===== src/rtl/if_id_queue_if.sv =====
// Fetch/decode handshake bundle for the IF/ID decoupling queue.
// valid/ready: a transfer happens on a rising edge where valid && ready are both high; the flush input PC_src cancels any transfer in that cycle.
interface if_id_queue_if #(
    parameter int DEPTH = 2
);
    localparam int CW = $clog2(DEPTH + 1);

    logic          valid_F;
    logic [31:0]   instruction_F;
    logic [31:0]   PC_F;
    logic          ready_F;
    logic          PC_src;
    logic          valid_D;
    logic [31:0]   instruction_D;
    logic [31:0]   PC_D;
    logic [31:0]   PC_plus4_D;
    logic          ready_D;
    logic [CW-1:0] count;

    modport master (
        output valid_F, instruction_F, PC_F, PC_src, ready_D,
        input  ready_F, valid_D, instruction_D, PC_D, PC_plus4_D, count
    );

    modport slave (
        input  valid_F, instruction_F, PC_F, PC_src, ready_D,
        output ready_F, valid_D, instruction_D, PC_D, PC_plus4_D, count
    );
endinterface


===== src/rtl/if_id_queue.sv =====
// Circular FIFO between fetch and decode; PC_src flushes all buffered wrong-path entries.
// Occupancy lives in count_q so full/empty never depend on pointer comparison.
module if_id_queue #(
    parameter int          DEPTH     = 2,
    parameter logic [31:0] NOP_INSTR = 32'h0000_0000
) (
    input  logic              clk,
    input  logic              rst,
    if_id_queue_if.slave      bus
);
    localparam int PW = (DEPTH > 1) ? $clog2(DEPTH) : 1;
    localparam int CW = $clog2(DEPTH + 1);

    logic [PW-1:0] rd_ptr_q, rd_ptr_d;
    logic [PW-1:0] wr_ptr_q, wr_ptr_d;
    logic [CW-1:0] count_q, count_d;
    logic [31:0]   instr_mem_q [DEPTH];
    logic [31:0]   instr_mem_d [DEPTH];
    logic [31:0]   pc_mem_q    [DEPTH];
    logic [31:0]   pc_mem_d    [DEPTH];

    logic not_empty;
    logic not_full;
    logic push;
    logic pop;

    assign not_empty = (count_q != '0);
    assign not_full  = (count_q != CW'(DEPTH));
    assign push      = bus.valid_F && not_full && !bus.PC_src;
    assign pop       = not_empty && bus.ready_D && !bus.PC_src;

    always_comb begin
        rd_ptr_d    = rd_ptr_q;
        wr_ptr_d    = wr_ptr_q;
        count_d     = count_q;
        instr_mem_d = instr_mem_q;
        pc_mem_d    = pc_mem_q;

        if (bus.PC_src) begin
            rd_ptr_d = '0;
            wr_ptr_d = '0;
            count_d  = '0;
        end else begin
            if (push) begin
                instr_mem_d[wr_ptr_q] = bus.instruction_F;
                pc_mem_d[wr_ptr_q]    = bus.PC_F;
                wr_ptr_d              = PW'(wr_ptr_q + 1'b1);
            end
            if (pop) begin
                rd_ptr_d = PW'(rd_ptr_q + 1'b1);
            end
            // Simultaneous push and pop leaves occupancy unchanged.
            if (push && !pop) begin
                count_d = CW'(count_q + 1'b1);
            end else if (pop && !push) begin
                count_d = CW'(count_q - 1'b1);
            end
        end
    end

    always_ff @(posedge clk) begin
        if (rst) begin
            rd_ptr_q <= '0;
            wr_ptr_q <= '0;
            count_q  <= '0;
        end else begin
            rd_ptr_q <= rd_ptr_d;
            wr_ptr_q <= wr_ptr_d;
            count_q  <= count_d;
        end
    end

    // Payload storage is never reset; entries are only read while count_q says they are live.
    always_ff @(posedge clk) begin
        instr_mem_q <= instr_mem_d;
        pc_mem_q    <= pc_mem_d;
    end

    always_comb begin
        bus.ready_F       = not_full;
        bus.valid_D       = not_empty;
        bus.count         = count_q;
        bus.instruction_D = NOP_INSTR;
        bus.PC_D          = 32'h0000_0000;
        if (not_empty) begin
            bus.instruction_D = instr_mem_q[rd_ptr_q];
            bus.PC_D          = pc_mem_q[rd_ptr_q];
        end
        bus.PC_plus4_D = bus.PC_D + 32'd4;
    end
endmodule


===== src/flat_wrapper.sv =====
// flat-port wrapper written by rule: the top's interface ports become plain ports
module if_id_queue_flat 
#(
    parameter int          DEPTH     = 2,
    parameter logic [31:0] NOP_INSTR = 32'h0000_0000
)
  (clk, rst, bus_valid_F, bus_instruction_F, bus_PC_F, bus_PC_src, bus_ready_D, bus_ready_F, bus_valid_D, bus_instruction_D, bus_PC_D, bus_PC_plus4_D, bus_count);
  if_id_queue_if #(.DEPTH(DEPTH)) bus_i ();
  input  logic clk;
  input  logic rst;
  input wire logic [$bits(bus_i.valid_F)-1:0] bus_valid_F;
  input wire logic [$bits(bus_i.instruction_F)-1:0] bus_instruction_F;
  input wire logic [$bits(bus_i.PC_F)-1:0] bus_PC_F;
  input wire logic [$bits(bus_i.PC_src)-1:0] bus_PC_src;
  input wire logic [$bits(bus_i.ready_D)-1:0] bus_ready_D;
  output wire logic [$bits(bus_i.ready_F)-1:0] bus_ready_F;
  output wire logic [$bits(bus_i.valid_D)-1:0] bus_valid_D;
  output wire logic [$bits(bus_i.instruction_D)-1:0] bus_instruction_D;
  output wire logic [$bits(bus_i.PC_D)-1:0] bus_PC_D;
  output wire logic [$bits(bus_i.PC_plus4_D)-1:0] bus_PC_plus4_D;
  output wire logic [$bits(bus_i.count)-1:0] bus_count;
  assign bus_i.valid_F = bus_valid_F;
  assign bus_i.instruction_F = bus_instruction_F;
  assign bus_i.PC_F = bus_PC_F;
  assign bus_i.PC_src = bus_PC_src;
  assign bus_i.ready_D = bus_ready_D;
  assign bus_ready_F = bus_i.ready_F;
  assign bus_valid_D = bus_i.valid_D;
  assign bus_instruction_D = bus_i.instruction_D;
  assign bus_PC_D = bus_i.PC_D;
  assign bus_PC_plus4_D = bus_i.PC_plus4_D;
  assign bus_count = bus_i.count;
  if_id_queue #(.DEPTH(DEPTH), .NOP_INSTR(NOP_INSTR)) u_core (.clk(clk), .rst(rst), .bus(bus_i));
endmodule

===== config.mk =====
export PLATFORM = sky130hd
export DESIGN_NAME = if_id_queue_flat
export DESIGN_NICKNAME = d
export VERILOG_FILES = /design/src/rtl/if_id_queue_if.sv /design/src/rtl/if_id_queue.sv /design/src/flat_wrapper.sv
export SDC_FILE = /design/constraint.sdc
export NUM_CORES = 1
export LEC_CHECK = 0
export CAP_MARGIN = 20
export CORE_MARGIN = 4
export CORE_UTILIZATION = 38
export DETAILED_ROUTE_END_ITERATION = 16
export PLACE_DENSITY = 0.73
export SYNTH_ARGS = -nofsm -noshare
export SYNTH_HDL_FRONTEND = slang
export SYNTH_SLANG_ARGS = --single-unit
export TNS_END_PERCENT = 20

===== constraint.sdc =====
create_clock -name clk -period 12.4 [get_ports clk]
set_input_delay 2.48 -clock clk [delete_from_list [all_inputs] [get_ports clk]]
set_output_delay 2.48 -clock clk [all_outputs]
set_load 0.02 [all_outputs]

* After elaboration in Yosys (flattened, before gate mapping)
Index checks and enable logic that the tools add are counted.
Storage, ports and cells: bits in registers 132, output and inout port bits 100
Operators by class: add/subtract/negate cells 5, magnitude comparators 3, equality and inequality tests 1, multiplexer cells 14, bitwise operators 3, reduce and logical (&&, ||, !) cells 14
Operator list (number):
- $mux W32 | 9
- $bwmux W64 | 2
- $add A32 B3 Y32 const B | 1
- $demux W32 S1 | 1
- $logic_and A1 B1 Y1 | 7
- $ge A2 B2 Y1 const B | 2
- $mux W2 | 2
- $not A1 Y2 | 2
- $reduce_bool A2 Y1 | 2
- $logic_not A1 Y1 | 3
- $add A1 B1 Y1 const B | 2
- $add A2 B1 Y2 const B | 1
- $lt A2 B1 Y1 const B | 1
- $ne A2 B2 Y1 const B | 1
- $reduce_and A2 Y1 | 1
- $reduce_or A2 Y1 | 1
- $sub A2 B1 Y2 const B | 1
- $not A1 Y1 | 1

* Logic depth before layout (Yosys ltp)
depth in word-level cells 7, depth in mapped cells 11

* Worst setup path after synthesis
No wires, ideal clock.
kind input to register, start in bus_PC_src, end reg u_core.instr_mem_q[32] (netlist bit), enable pin, library setup time 0.494 ns, data arrival time 5.604 ns, path slack 6.302 ns, cell stages on the path 2, buffers on the path 0, cell sequence and3b_1 nor2b_1
On the way: cells in the longest elaborated chain, start to end 3
RTL lines:
- start: declaration | line flat_wrapper.sv:14 | input wire logic [$bits(bus_i.PC_src)-1:0] bus_PC_src;
- $logic_not A1 Y1 | line if_id_queue.sv:29 | assign push = bus.valid_F && not_full && !bus.PC_src;
- $logic_and A1 B1 Y1 | line if_id_queue.sv:29
- $reduce_and A2 Y1 (no source line) (*)
- end signal: assignment | line if_id_queue.sv:75 | instr_mem_q <= instr_mem_d;
- end: declaration | line if_id_queue.sv:17 | logic [31:0] instr_mem_q [DEPTH];
Mark *: on every way between the ends. The rest lies on a longest branch, timed or not. A chain may end at the register's enable or synchronous reset.

* Worst setup path in the final report
start reg u_core.rd_ptr_q, end out bus_PC_plus4_D[20]
On the way: cells in the longest elaborated chain, start to end 6
RTL lines:
- start: declaration | line if_id_queue.sv:14 | logic [PW-1:0] rd_ptr_q, rd_ptr_d;
- start signal: assignment | line if_id_queue.sv:67 | rd_ptr_q <= rd_ptr_d;
- $not A1 Y2 (implied by the code) | line if_id_queue.sv:87 | bus.PC_D = pc_mem_q[rd_ptr_q];
- $mux W32 (implied by the code) (3 in series) | line if_id_queue.sv:87
- $mux W32 | line if_id_queue.sv:85 | if (not_empty) begin
- $add A32 B3 Y32 | line if_id_queue.sv:89 | bus.PC_plus4_D = bus.PC_D + 32'd4;
- end: declaration | line flat_wrapper.sv:20 | output wire logic [$bits(bus_i.PC_plus4_D)-1:0] bus_PC_plus4_D;
Every way passes these cells. The select of a mux whose other input is x is not followed.

==> out/results.txt <==
Status: finished clean
# rows: 44
TritonCTS clock tree: yes
Synth Area in Simple Gates: 0.123
Slew margin rel.: 0.394
Maxcap violations: 0
Clock sink total: 132
Setup Fix Bufs, Post-CTS: 0
Crit-path slowest cell: buf_4
TritonRoute pass-1 iters: 4
Worst-path clk slew: 0.06 ns
Iter 0 DRT Violations: 142
Drt drc: 0
Die W: 132 um
Total grt overflow: 0
Hold/Removal Path Class: flip-flop to flip-flop
Area of the core: 14800 sq um
Critical Path Max Stage Delay: 0.68 ns
Final setup TNS: 0 ns
Post-Syn Nets: 476
Vias: 3838
WL per Instance: 17.3 um
Vias per cell: 4.98
Synth Flop Type: edfxtp_1
Ports: 169
R2r setup slk: 10.02 ns
Pwr Density: 135 nW/um^2
Crit path DAT: 4.42 ns
Async S/R FF share, synth: 0
Slew Viols, Final: 0
CTS buffer count: 17
Worst-Skew Late Latency: 0.41 ns
CP Capture Type: primary output
R2r startpoint: u_core.bus.count[1]
Initial Util: 0.394
Share of post-route cells with drive strength above 1: 0.0768
Sequential area share after synthesis: 0.674
Hold EP: u_core.wr_ptr_q
Post-CTS sizing: 0
Hold Path Origin: u_core.wr_ptr_q
# H-tree levels: 4
Dpl hpwl: 9.21 mm
Commonest cells after routing, fill and taps aside: clkdlybuf4s50_1 (168), edfxtp_1 (128), nor2_1 (67)
Initial antenna violation count: 1
Ys Warns: 0
Final setup viols: 0
Final Power: 1.11 mW
CP Max Fanout: 50
Min Tclk post-route: 6.90 ns
NumNets Final: 646
CP required: 9.92 ns
Worst setup SP type: flip-flop
R2r endpoint: u_core.bus.count[1]
Port buffer count: 168
Overall Global Routing Usage: 0.154
Largest net degree at the start of global routing: 80
Xor/xnor cell area share of the yosys netlist: 0.0497
Growth of design area from synthesis to finish: 40.9%
Worst hold margin: 0.598 ns
Syn_area_per_cell: 14.4 sq um
Worst R2R Path Depth: 10
Bufs on Longest Clock Path: 2
Adder-Cell Fraction of Synth Area: 0.00430
Post-synth EDFFs: 128
Vias in the first global route: 4218
Fillers: 1200
Tcrit/Tclk final: 0.557
WL final: 13.3 mm
Crit path cell chain: buf_4, mux2_2, and2_1, ha_1, nor4b_4, nand4b_2, nor4b_1, xor2_1, clkdlybuf4s50_1
Cells after Synth: 405
Inserted Diodes: 0
Synth cell types: 40
First-pass GRT wire length: 21.1 mm
Antenna Nets Post-Route: 0
Synthesized cell area: 5820 sq um
Worst slew pin tran: 0.909 ns
Max Freq: 145 MHz
Largest family of logic cells by synthesized area: simple AND/OR/NAND/NOR gates
Max VDD drop: 0.0880 mV
Mux cell area share after synthesis: 0.105
Compound-cell area share of the yosys netlist: 0.0163
Chip Height: 132 um
Cts hold-fix bufs: 0
Crit Path Category: flip-flop to primary output
Final Skew: 0.00456 ns
Final Wtd Congestion: 0.786
CTS Root Cell: clkbuf_16
Hold path depth: 2
Die area: 17400 sq um
Hold Fails Final Rpt: 0
#FFs+latches synth: 132
Commonest non-fill, non-tap cell in the layout: clkdlybuf4s50_1
Unrepaired setup endpoints after global routing: no
Leakage: 2.73 nW
[critical path: cells and delay by family, from the launching register on]
kind	cells	cell delay [ns]
xor+xnor	1	0.18
fa+ha+maj	1	0.21
buf+inv	2	1.30
flops	1	0.65
mux	1	0.28
simple gates	4	1.30
[final cells by class]
type | instances | area [sq um] | area share
Tap cell | 184 | 230 | 0.0281
Multi-Input combinational cell | 248 | 1750 | 0.214
Timing Repair Buffer | 172 | 1710 | 0.209
Inverter | 4 | 15.0 | 0.00183
Clock inverter | 13 | 136 | 0.0166
Clock buffer | 17 | 425 | 0.0519
Sequential cell | 132 | 3930 | 0.479
[how the worst max path moves through the flow]
stage / start / endpoint / slack, ns / depth (start not counted)
3_3_place_gp: u_core.rd_ptr_q / bus_PC_plus4_D[20] / 6.00 / 9
6_report: u_core.rd_ptr_q / bus_PC_plus4_D[20] / 5.50 / 9
4_1_cts: u_core.rd_ptr_q / bus_PC_plus4_D[20] / 5.41 / 9
3_5_place_dp: u_core.rd_ptr_q / bus_PC_plus4_D[20] / 5.88 / 9
2_1_floorplan: bus_PC_src / u_core.instr_mem_q[32] / 6.30 / 2
5_1_grt: u_core.rd_ptr_q / bus_PC_plus4_D[20] / 5.19 / 9
[flip-flops by register name (all words and copies together), names as in the netlist]
register and cells:
u_core.bus.count 2, u_core.instr_mem_q 64, u_core.pc_mem_q 64, u_core.rd_ptr_q 1
u_core.wr_ptr_q 1
[cells in the mapped netlist (all sizes together) (4+ instances only)]
| cell type | instances | area, sq um |
|---|---|---|
| nand2 | 11 | 41.3 |
| a21oi | 5 | 25.0 |
| nand3b | 6 | 45.0 |
| inv | 4 | 15.0 |
| nor3 | 17 | 90.1 |
| mux2i | 60 | 601 |
| nand3 | 14 | 70.1 |
| buf | 20 | 139 |
| dfxtp | 4 | 80.1 |
| edfxtp | 128 | 3840 |
| xnor2 | 9 | 78.8 |
| nor2 | 68 | 255 |
| a211oi | 4 | 35.0 |
| xor2 | 24 | 210 |
[kinds of logic after synthesis]
family | Yosys count
buffers and inverters | 25
AOI/OAI and AO/OA | 14
adders and majority gates | 2
muxes | 61
xor gates and xnor gates | 33
and+or+nand+nor | 138
DFF | 132
[routing by layer]
layer,global-route usage,vias up,share of wire
li1,-,1832,-
met1,0.175,1832,0.41
met2,0.255,145,0.48
met3,0.0676,27,0.083
met4,0.0624,2,0.020
met5,0,-,0.00098
[stage by stage]
stage / setup slack [ns] / area (sq um) / instances / utilization
2_1_floorplan: 6.30 / 5820 / 405 / -
3_3_place_gp: 6.00 / 7640 / 740 / 0.518
3_5_place_dp: 5.88 / 7640 / 740 / 0.518
4_1_cts: 5.41 / 8200 / 770 / 0.556
5_1_grt: 5.19 / 8200 / 770 / 0.556
6_report: 5.50 / 8200 / 770 / 0.556
[report_power, final]
part	switching, mW	internal [mW]	total, mW
Clock	0.179	0.293	0.472
Combinational	0.0668	0.0615	0.128
Sequential	0.00540	0.505	0.510
Note: power is estimated with default switching activity, not from simulation.
